File: src/rtl/soundgen.sv
// soundgen: three-stage voice/aux mixer that accumulates stereo contributions
// over a 48 kHz frame and presents saturated 18-bit samples on each frame tick.
module soundgen #(
  parameter int ACC_W = 24
) (
  input  logic               clk,
  input  logic               rst,
  input  logic signed [9:0]  wavetable_r,
  input  logic               wavetable_r_valid,
  input  logic signed [9:0]  wavetable_l,
  input  logic               wavetable_l_valid,
  input  logic signed [15:0] sound,
  input  logic               sound_valid,
  input  logic        [17:0] volume_adsr,
  input  logic        [17:0] velocity,
  input  logic               tick48k,
  output logic signed [17:0] sound_r,
  output logic signed [17:0] sound_l
);

  localparam logic signed [ACC_W+1:0] ACC_MAX = {3'b000, {(ACC_W-1){1'b1}}};
  localparam logic signed [ACC_W+1:0] ACC_MIN = {3'b111, {(ACC_W-1){1'b0}}};
  localparam logic signed [ACC_W-1:0] S18_MAX = {{(ACC_W-17){1'b0}}, {17{1'b1}}};
  localparam logic signed [ACC_W-1:0] S18_MIN = {{(ACC_W-17){1'b1}}, {17{1'b0}}};

  // Clamp an accumulator-width value to the 18-bit output range.
  function automatic logic signed [17:0] sat18(input logic signed [ACC_W-1:0] v);
    if (v > S18_MAX)      sat18 = 18'sh1FFFF;
    else if (v < S18_MIN) sat18 = 18'sh20000;
    else                  sat18 = v[17:0];
  endfunction

  // Clamp a widened sum back into the accumulator range.
  function automatic logic signed [ACC_W-1:0] sat_acc(input logic signed [ACC_W+1:0] v);
    if (v > ACC_MAX)      sat_acc = ACC_MAX[ACC_W-1:0];
    else if (v < ACC_MIN) sat_acc = ACC_MIN[ACC_W-1:0];
    else                  sat_acc = v[ACC_W-1:0];
  endfunction

  function automatic logic signed [ACC_W+1:0] ext18(input logic signed [17:0] v);
    ext18 = {{(ACC_W-16){v[17]}}, v};
  endfunction

  function automatic logic signed [ACC_W+1:0] ext_acc(input logic signed [ACC_W-1:0] v);
    ext_acc = {{2{v[ACC_W-1]}}, v};
  endfunction

  // Stage 1 registers
  logic        [16:0] gain_p0_q, gain_p0_d;
  logic signed [9:0]  smp_r_p0_q, smp_r_p0_d, smp_l_p0_q, smp_l_p0_d;
  logic               vld_r_p0_q, vld_r_p0_d, vld_l_p0_q, vld_l_p0_d;
  logic signed [17:0] aux_p0_q, aux_p0_d;
  logic               vld_a_p0_q, vld_a_p0_d;
  // Stage 2 registers
  logic signed [17:0] con_r_p1_q, con_r_p1_d, con_l_p1_q, con_l_p1_d;
  logic               vld_r_p1_q, vld_r_p1_d, vld_l_p1_q, vld_l_p1_d;
  logic signed [17:0] aux_p1_q, aux_p1_d;
  logic               vld_a_p1_q, vld_a_p1_d;
  // Stage 3 accumulators and frame outputs
  logic signed [ACC_W-1:0] acc_r_q, acc_r_d, acc_l_q, acc_l_d;
  logic signed [17:0]      sound_r_q, sound_r_d, sound_l_q, sound_l_d;

  logic        [33:0] gain_prod;
  logic signed [27:0] smp_r_x, smp_l_x, gain_x, prod_r, prod_l;
  logic signed [17:0] add_r, add_l, add_a;
  logic signed [ACC_W-1:0] base_r, base_l;
  logic signed [ACC_W+1:0] sum_r, sum_l;

  // Stage 1: combine envelope and velocity into one gain, capture samples
  always_comb begin
    gain_prod  = {17'b0, volume_adsr[16:0]} * {17'b0, velocity[16:0]};
    gain_p0_d  = gain_prod[33:17];
    smp_r_p0_d = wavetable_r;
    smp_l_p0_d = wavetable_l;
    vld_r_p0_d = wavetable_r_valid;
    vld_l_p0_d = wavetable_l_valid;
    aux_p0_d   = {sound, 2'b00};
    vld_a_p0_d = sound_valid;
  end

  // Stage 2: scale each sample by the shared gain, floor-truncating the result
  always_comb begin
    smp_r_x    = {{18{smp_r_p0_q[9]}}, smp_r_p0_q};
    smp_l_x    = {{18{smp_l_p0_q[9]}}, smp_l_p0_q};
    gain_x     = {11'b0, gain_p0_q};
    prod_r     = smp_r_x * gain_x;
    prod_l     = smp_l_x * gain_x;
    con_r_p1_d = prod_r[26:9];
    con_l_p1_d = prod_l[26:9];
    vld_r_p1_d = vld_r_p0_q;
    vld_l_p1_d = vld_l_p0_q;
    aux_p1_d   = aux_p0_q;
    vld_a_p1_d = vld_a_p0_q;
  end

  // Stage 3: accumulate voice and aux; a tick publishes the frame and restarts it
  always_comb begin
    add_r     = vld_r_p1_q ? con_r_p1_q : 18'sd0;
    add_l     = vld_l_p1_q ? con_l_p1_q : 18'sd0;
    add_a     = vld_a_p1_q ? aux_p1_q   : 18'sd0;
    base_r    = tick48k ? '0 : acc_r_q;
    base_l    = tick48k ? '0 : acc_l_q;
    sum_r     = ext_acc(base_r) + ext18(add_r) + ext18(add_a);
    sum_l     = ext_acc(base_l) + ext18(add_l) + ext18(add_a);
    acc_r_d   = sat_acc(sum_r);
    acc_l_d   = sat_acc(sum_l);
    sound_r_d = tick48k ? sat18(acc_r_q) : sound_r_q;
    sound_l_d = tick48k ? sat18(acc_l_q) : sound_l_q;
  end

  // State registers; reset clears everything so in-flight work is dropped
  always_ff @(posedge clk or negedge rst) begin
    if (!rst) begin
      gain_p0_q  <= '0;
      smp_r_p0_q <= '0;
      smp_l_p0_q <= '0;
      vld_r_p0_q <= 1'b0;
      vld_l_p0_q <= 1'b0;
      aux_p0_q   <= '0;
      vld_a_p0_q <= 1'b0;
      con_r_p1_q <= '0;
      con_l_p1_q <= '0;
      vld_r_p1_q <= 1'b0;
      vld_l_p1_q <= 1'b0;
      aux_p1_q   <= '0;
      vld_a_p1_q <= 1'b0;
      acc_r_q    <= '0;
      acc_l_q    <= '0;
      sound_r_q  <= '0;
      sound_l_q  <= '0;
    end else begin
      gain_p0_q  <= gain_p0_d;
      smp_r_p0_q <= smp_r_p0_d;
      smp_l_p0_q <= smp_l_p0_d;
      vld_r_p0_q <= vld_r_p0_d;
      vld_l_p0_q <= vld_l_p0_d;
      aux_p0_q   <= aux_p0_d;
      vld_a_p0_q <= vld_a_p0_d;
      con_r_p1_q <= con_r_p1_d;
      con_l_p1_q <= con_l_p1_d;
      vld_r_p1_q <= vld_r_p1_d;
      vld_l_p1_q <= vld_l_p1_d;
      aux_p1_q   <= aux_p1_d;
      vld_a_p1_q <= vld_a_p1_d;
      acc_r_q    <= acc_r_d;
      acc_l_q    <= acc_l_d;
      sound_r_q  <= sound_r_d;
      sound_l_q  <= sound_l_d;
    end
  end

  assign sound_r = sound_r_q;
  assign sound_l = sound_l_q;

  // Bits deliberately dropped by the gain format and the fixed-point scaling
  logic unused_bits;
  assign unused_bits = ^{volume_adsr[17], velocity[17], gain_prod[16:0],
                         prod_r[27], prod_r[8:0], prod_l[27], prod_l[8:0]};

endmodule

File: config.mk
export PLATFORM = sky130hd
export DESIGN_NAME = soundgen
export DESIGN_NICKNAME = d
export VERILOG_FILES = /design/src/rtl/soundgen.sv
export SDC_FILE = /design/constraint.sdc
export NUM_CORES = 2
export LEC_CHECK = 0
export BUFFER_PORTS_ARGS = -buffer_cell sky130_fd_sc_hd__clkbuf_2
export CORE_MARGIN = 10
export CORE_UTILIZATION = 51
export CTS_CLUSTER_SIZE = 24
export DETAILED_ROUTE_END_ITERATION = 7
export PLACE_DENSITY = 0.79
export SETUP_SLACK_MARGIN = 0.5
export SYNTH_ARGS = -nofsm -noshare
export SYNTH_HDL_FRONTEND = slang
export SYNTH_SLANG_ARGS = --single-unit
export TNS_END_PERCENT = 1
File: constraint.sdc
create_clock -name clk -period 5.8 [get_ports clk]
set_input_delay 0.29 -clock clk [delete_from_list [all_inputs] [get_ports clk]]
set_output_delay 0.29 -clock clk [all_outputs]
set_load 0.005 [all_outputs]
# After elaboration in Yosys (flattened, before gate mapping)
# Index checks and enable logic that the tools add are counted.
[word_totals]
regBits = 195
latch_bits = 0
ram_bits = 0
rom_bits = 0
input_bits = 78
elab_cells = 45
n_memories = 0
[op_classes]
add_sub_neg = 4
mul = 3
n_div = 0
magnitude_cmp = 8
n_eq_ne = 0
n_shift = 0
n_mux = 13
bitwise_logic = 0
reduce_logical = 0
[op_table]
columns = ["cell", "n"]
rows = [
  ["$mux W24", 6],
  ["$mux W18", 7],
  ["$mul A10 B18 Y27", 2],
  ["$add A25 B18 Y26", 2],
  ["$gt A26 B24 Y1 const B", 2],
  ["$lt A26 B24 Y1 const B", 2],
  ["$add A24 B18 Y25", 2],
  ["$gt A24 B18 Y1 const B", 2],
  ["$lt A24 B18 Y1 const B", 2],
  ["$mul A17 B17 Y34", 1],
]

# Logic depth before layout (Yosys ltp)
[depth]
word_depth = 6
ltp_mapped = 24
ltp_nobuf = 23

# Worst setup path after synthesis
# OpenSTA, ideal clock, no wires.
[synth_path]
path_kind = "input to register"
from = "input volume_adsr[14]"
to = "register gain_p0_q[16]"
setup_time_ns = 0.125
arrival_ns = 5.800
path_slack_ns = -0.125
path_stages = 22
path_buffers = 2
path_cell_list = "clkbuf_1 > clkbuf_1 > nand2_1 > fa_1 > fa_1 > inv_1 > fa_1 > fa_1 > fa_1 > inv_1 > fa_1 > inv_1 > ha_1 > nand2_1 > o21ai_0 > nor3_1 > a211oi_1 > o21ai_0 > nor4_1 > o21a_1 > nor2_1 > xnor2_1"
[synth_via]
elab_chain_len = 1
[synth_lines]
columns = ["item", "line_no", "rtl"]
rows = [
  ["from (decl)", "14", "input logic [17:0] volume_adsr,"],
  ["$mul A17 B17 Y34", "71", "gain_prod = {17'b0, volume_adsr[16:0]} * {17'b0, velocity[16:0]};"],
  ["net gain_prod[33]", "63", "logic [33:0] gain_prod;"],
  ["to (signal assigned)", "132", "gain_p0_q <= gain_p0_d;"],
  ["to (decl)", "49", "logic [16:0] gain_p0_q, gain_p0_d;"],
]
# The timed path passes the listed nets, and every way through them passes these cells.
# A chain may end at the register's enable or synchronous reset.

# Worst setup path after layout
[layout_path]
from = "register gain_p0_q[2]"
to = "register con_l_p1_q[16]"
[layout_via]
elab_chain_len = 1
[layout_lines]
columns = ["item", "line_no", "rtl"]
rows = [
  ["$mul A10 B18 Y27", "87", "prod_l = smp_l_x * gain_x;"],
  ["net prod_l[25]", "64", "logic signed [27:0] smp_r_x, smp_l_x, gain_x, prod_r, prod_l;"],
  ["to (signal assigned)", "140", "con_l_p1_q <= con_l_p1_d;"],
  ["to (decl)", "55", "logic signed [17:0] con_r_p1_q, con_r_p1_d, con_l_p1_q, con_l_p1_d;"],
]
# The timed path passes the listed nets, and every way through them passes these cells.

==> results.md <==
- Num rows: 88
- Post-synth EDFFs: 0
- Number of inserted diodes: 0
- RSZ-0062 raised after global routing: true
- Dpl hpwl: 54.56 mm
- Initial antenna violation count: 0
- MaxCap Viol Count: 0
- Setup Skew: 0.01781 ns
- Placer's final routability congestion estimate: 0.9200
- Netlist cell types: 74
- First-pass GRT wire length: 112.3 mm
- Startpoint types: flop
- Die area: 68,200 um2
- P&R area growth vs syn: 14.37%
- Vias in the first global route: 22,988
- Setup ws final: 0.4554 ns
- Layout cell share with drive strength beyond 1: 14.36%
- Worst path depth: 21
- Fin. max-slew vios: 0
- WP data required: 6.19 ns
- Final nets: 4,286
- Area contributors post-synth: fa_1 34%, dfrtp_1 16%, ha_1 13%
- Root buf cell: clkbuf_16
- Crit share post-route: 92.15%
- Final Cell Area: 33,920 um2
- Commonest non-fill, non-tap cell in the layout: inv_1
- Status: finished, final reports clean
- Number of DRC markers in iteration 0: 1,593
- Total gr overflow: 0
- Measured slew at the worst slew-check pin: 1.254 ns
- CTS buffer count: 17
- DR WL/cell: 16.40 um
- Yosys top cell area share: 34.02%
- Worst reg-to-reg path cell count: 21
- Post-DRT Antenna Nets: 0
- Final setup violation count: 0
- Clock sinks: 195
- Worst-path maximum fanout: 10
- Critical path's top delay family: adder cells
- Placed Area: 31,940 um2
- Largest net degree at the start of global routing: 75
- CTS tree: yes
- Pre-antenna DRT Iters: 6
- Clock Path Buffers: 2
- Hold Vio Cnt, Final: 0
- Syn Area/Cell: 9.392 um2
- Commonest non-fill, non-tap cells in the layout: 624 x inv_1, 498 x fa_1, 391 x nand2_1, 292 x and2_1, 284 x ha_1
- Main synth FF type: dfrtp_1
- Hold slack: 0.3227 ns
- Worst Path Buf+Inv: 5
- GRT Total Usage: 20.21%
- Synth Warn #: 0
- Critical-path top delay cell: fa_1
- Fmax: 0.1871 GHz
- Die width: 261.2 um
- Die span in y: 261.2 um
- Initial Utilization: 51.50%
- Clock latency on the worst-skew pair: 0.48 ns
- DR vias: 21,913
- Largest stage delay, worst path: 0.52 ns
- Arr. time, crit path: 5.74 ns
- Flops & latches, synth: 195
- Routed WL: 68.54 mm
- Asr flop ratio synth: 100.0%
- CORE AREA: 57,590 um2
- Hold Path Class: input pin to asynchronous set/reset pin
- Synth area leader: fa_1
- Number of I/O pins: 114
- H-tree Lvls: 4
- Synthesized netlist cell count: 3,158
- Worst setup EP type: flop
- Port bufs: 111
- Post-place setup slack: -0.1236 ns
- Clock slew at reported path FFs: 0.09 ns
- Slew Limit Headroom: 16.41%
- Vias per cell: 5.245
- CP Cell Sequence: buf_4 > and2_1 > fa_1 > inv_1 > fa_2 > inv_1 > fa_1 > inv_2 > fa_2 > fa_1 > inv_1 > ha_4 > a21o_1 > a21o_1 > a21oi_2 > o21ai_4 > a21oi_4 > a31oi_4 > a31o_4 > a21oi_2 > xnor2_1
- CP Class: flop to flop
- DRC Markers: 0
- Synthesized area: 29,660 um2
- Seq/Total Area, Yosys: 16.45%
- Post-synth net total: 4,044
- Min cycle time layout: 5.345 ns
==> state kept, by name, summed over array words and instances (netlist names) <==
name and flops:
vld_r_p1_q 1, vld_l_p1_q 1, aux_p1_q 16, sound_r 18
con_l_p1_q 18, smp_r_p0_q 10, gain_p0_q 17, aux_p0_q 16
smp_l_p0_q 10, vld_l_p0_q 1, acc_l_q 24, sound_l 18
vld_a_p1_q 1, vld_a_p0_q 1, con_r_p1_q 18, vld_r_p0_q 1
acc_r_q 24
==> path summary, 6_finish.rpt <==
check | startpoint | end | slack (ns)
worst max-delay path | gain_p0_q[2]$_DFF_PN0_ | con_l_p1_q[16]$_DFF_PN0_ | 0.46
worst min register to register | aux_p0_q[8]$_DFF_PN0_ | aux_p1_q[8]$_DFF_PN0_ | 0.34
min in group clk | aux_p0_q[8]$_DFF_PN0_ | aux_p1_q[8]$_DFF_PN0_ | 0.34
worst max register to register | gain_p0_q[2]$_DFF_PN0_ | con_l_p1_q[16]$_DFF_PN0_ | 0.46
worst min-delay path | rst | acc_l_q[15]$_DFF_PN0_ | 0.32
max in group asynchronous | rst | smp_r_p0_q[9]$_DFF_PN0_ | 4.17
==> metal layers <==
layer	global-route usage, %	part of all wire [%]
met4	5.346	2.0
met3	3.022	6.8
met2	34.60	48
met5	0	0
met1	26.47	43
==> area by class of cell <==
| type | count | area, um2 |
|---|---|---|
| fill | 4702 | 23660 |
| multi-input combinational | 2203 | 22380 |
| sequential | 195 | 4912 |
| timing repair buffer | 348 | 2633 |
| inverter | 635 | 2390 |
| tap | 765 | 957.2 |
| clock buffer | 17 | 425.4 |
| clock inverter | 15 | 224.0 |
==> Yosys cell counts, types with 18 or more instances <==
| library cell | count |
|---|---|
| xnor2_1 | 55 |
| o22ai_1 | 36 |
| clkbuf_1 | 112 |
| fa_1 | 504 |
| nand2b_1 | 45 |
| o21ai_0 | 47 |
| ha_1 | 304 |
| a21o_1 | 45 |
| xor2_1 | 36 |
| and2_1 | 300 |
| o21a_1 | 22 |
| nor3_1 | 19 |
| nor2b_1 | 45 |
| nand2_1 | 394 |
| dfrtp_1 | 195 |
| nand3_1 | 18 |
| o21ai_2 | 28 |
| a21oi_1 | 70 |
| inv_1 | 634 |
| nor2_1 | 94 |
==> repair_timing <==
action / CTS / global route
hold buffers: 40 / 0
setup buffers: 10 / 42
gates resized for setup: 39 / 110
endpoints found under the setup margin: 24 / 33
pin swaps: 9 / 70
hold endpoints to repair: 96 / 0
==> cells by family (layout without fill, tap and decap cells) <==
family                     after synthesis  after routing  synth area share (%)
AOI/OAI and AO/OA                      351            351                 8.264
buffers and inverters                  760           1015                 9.838
DFF                                    195            195                 16.45
and+or+nand+nor                        950            950                 15.80
xor gates and xnor gates                91             91                 2.687
adders and majority gates              809            809                 46.88
muxes                                    2              2               0.07593
==> per-stage QoR <==
step           setup TNS (ns)  util, %  cells
2_1_floorplan               0        -   3158
3_3_place_gp         -0.01689    55.46   4054
3_5_place_dp          -0.2776    55.46   4054
4_1_cts                     0    57.59   4136
5_1_grt                     0    58.91   4178
6_report                    0    58.91   4178
Power is left out: the tool's default activity adds up to more than one toggle a clock period on the data nets, which glitch-free logic cannot reach.
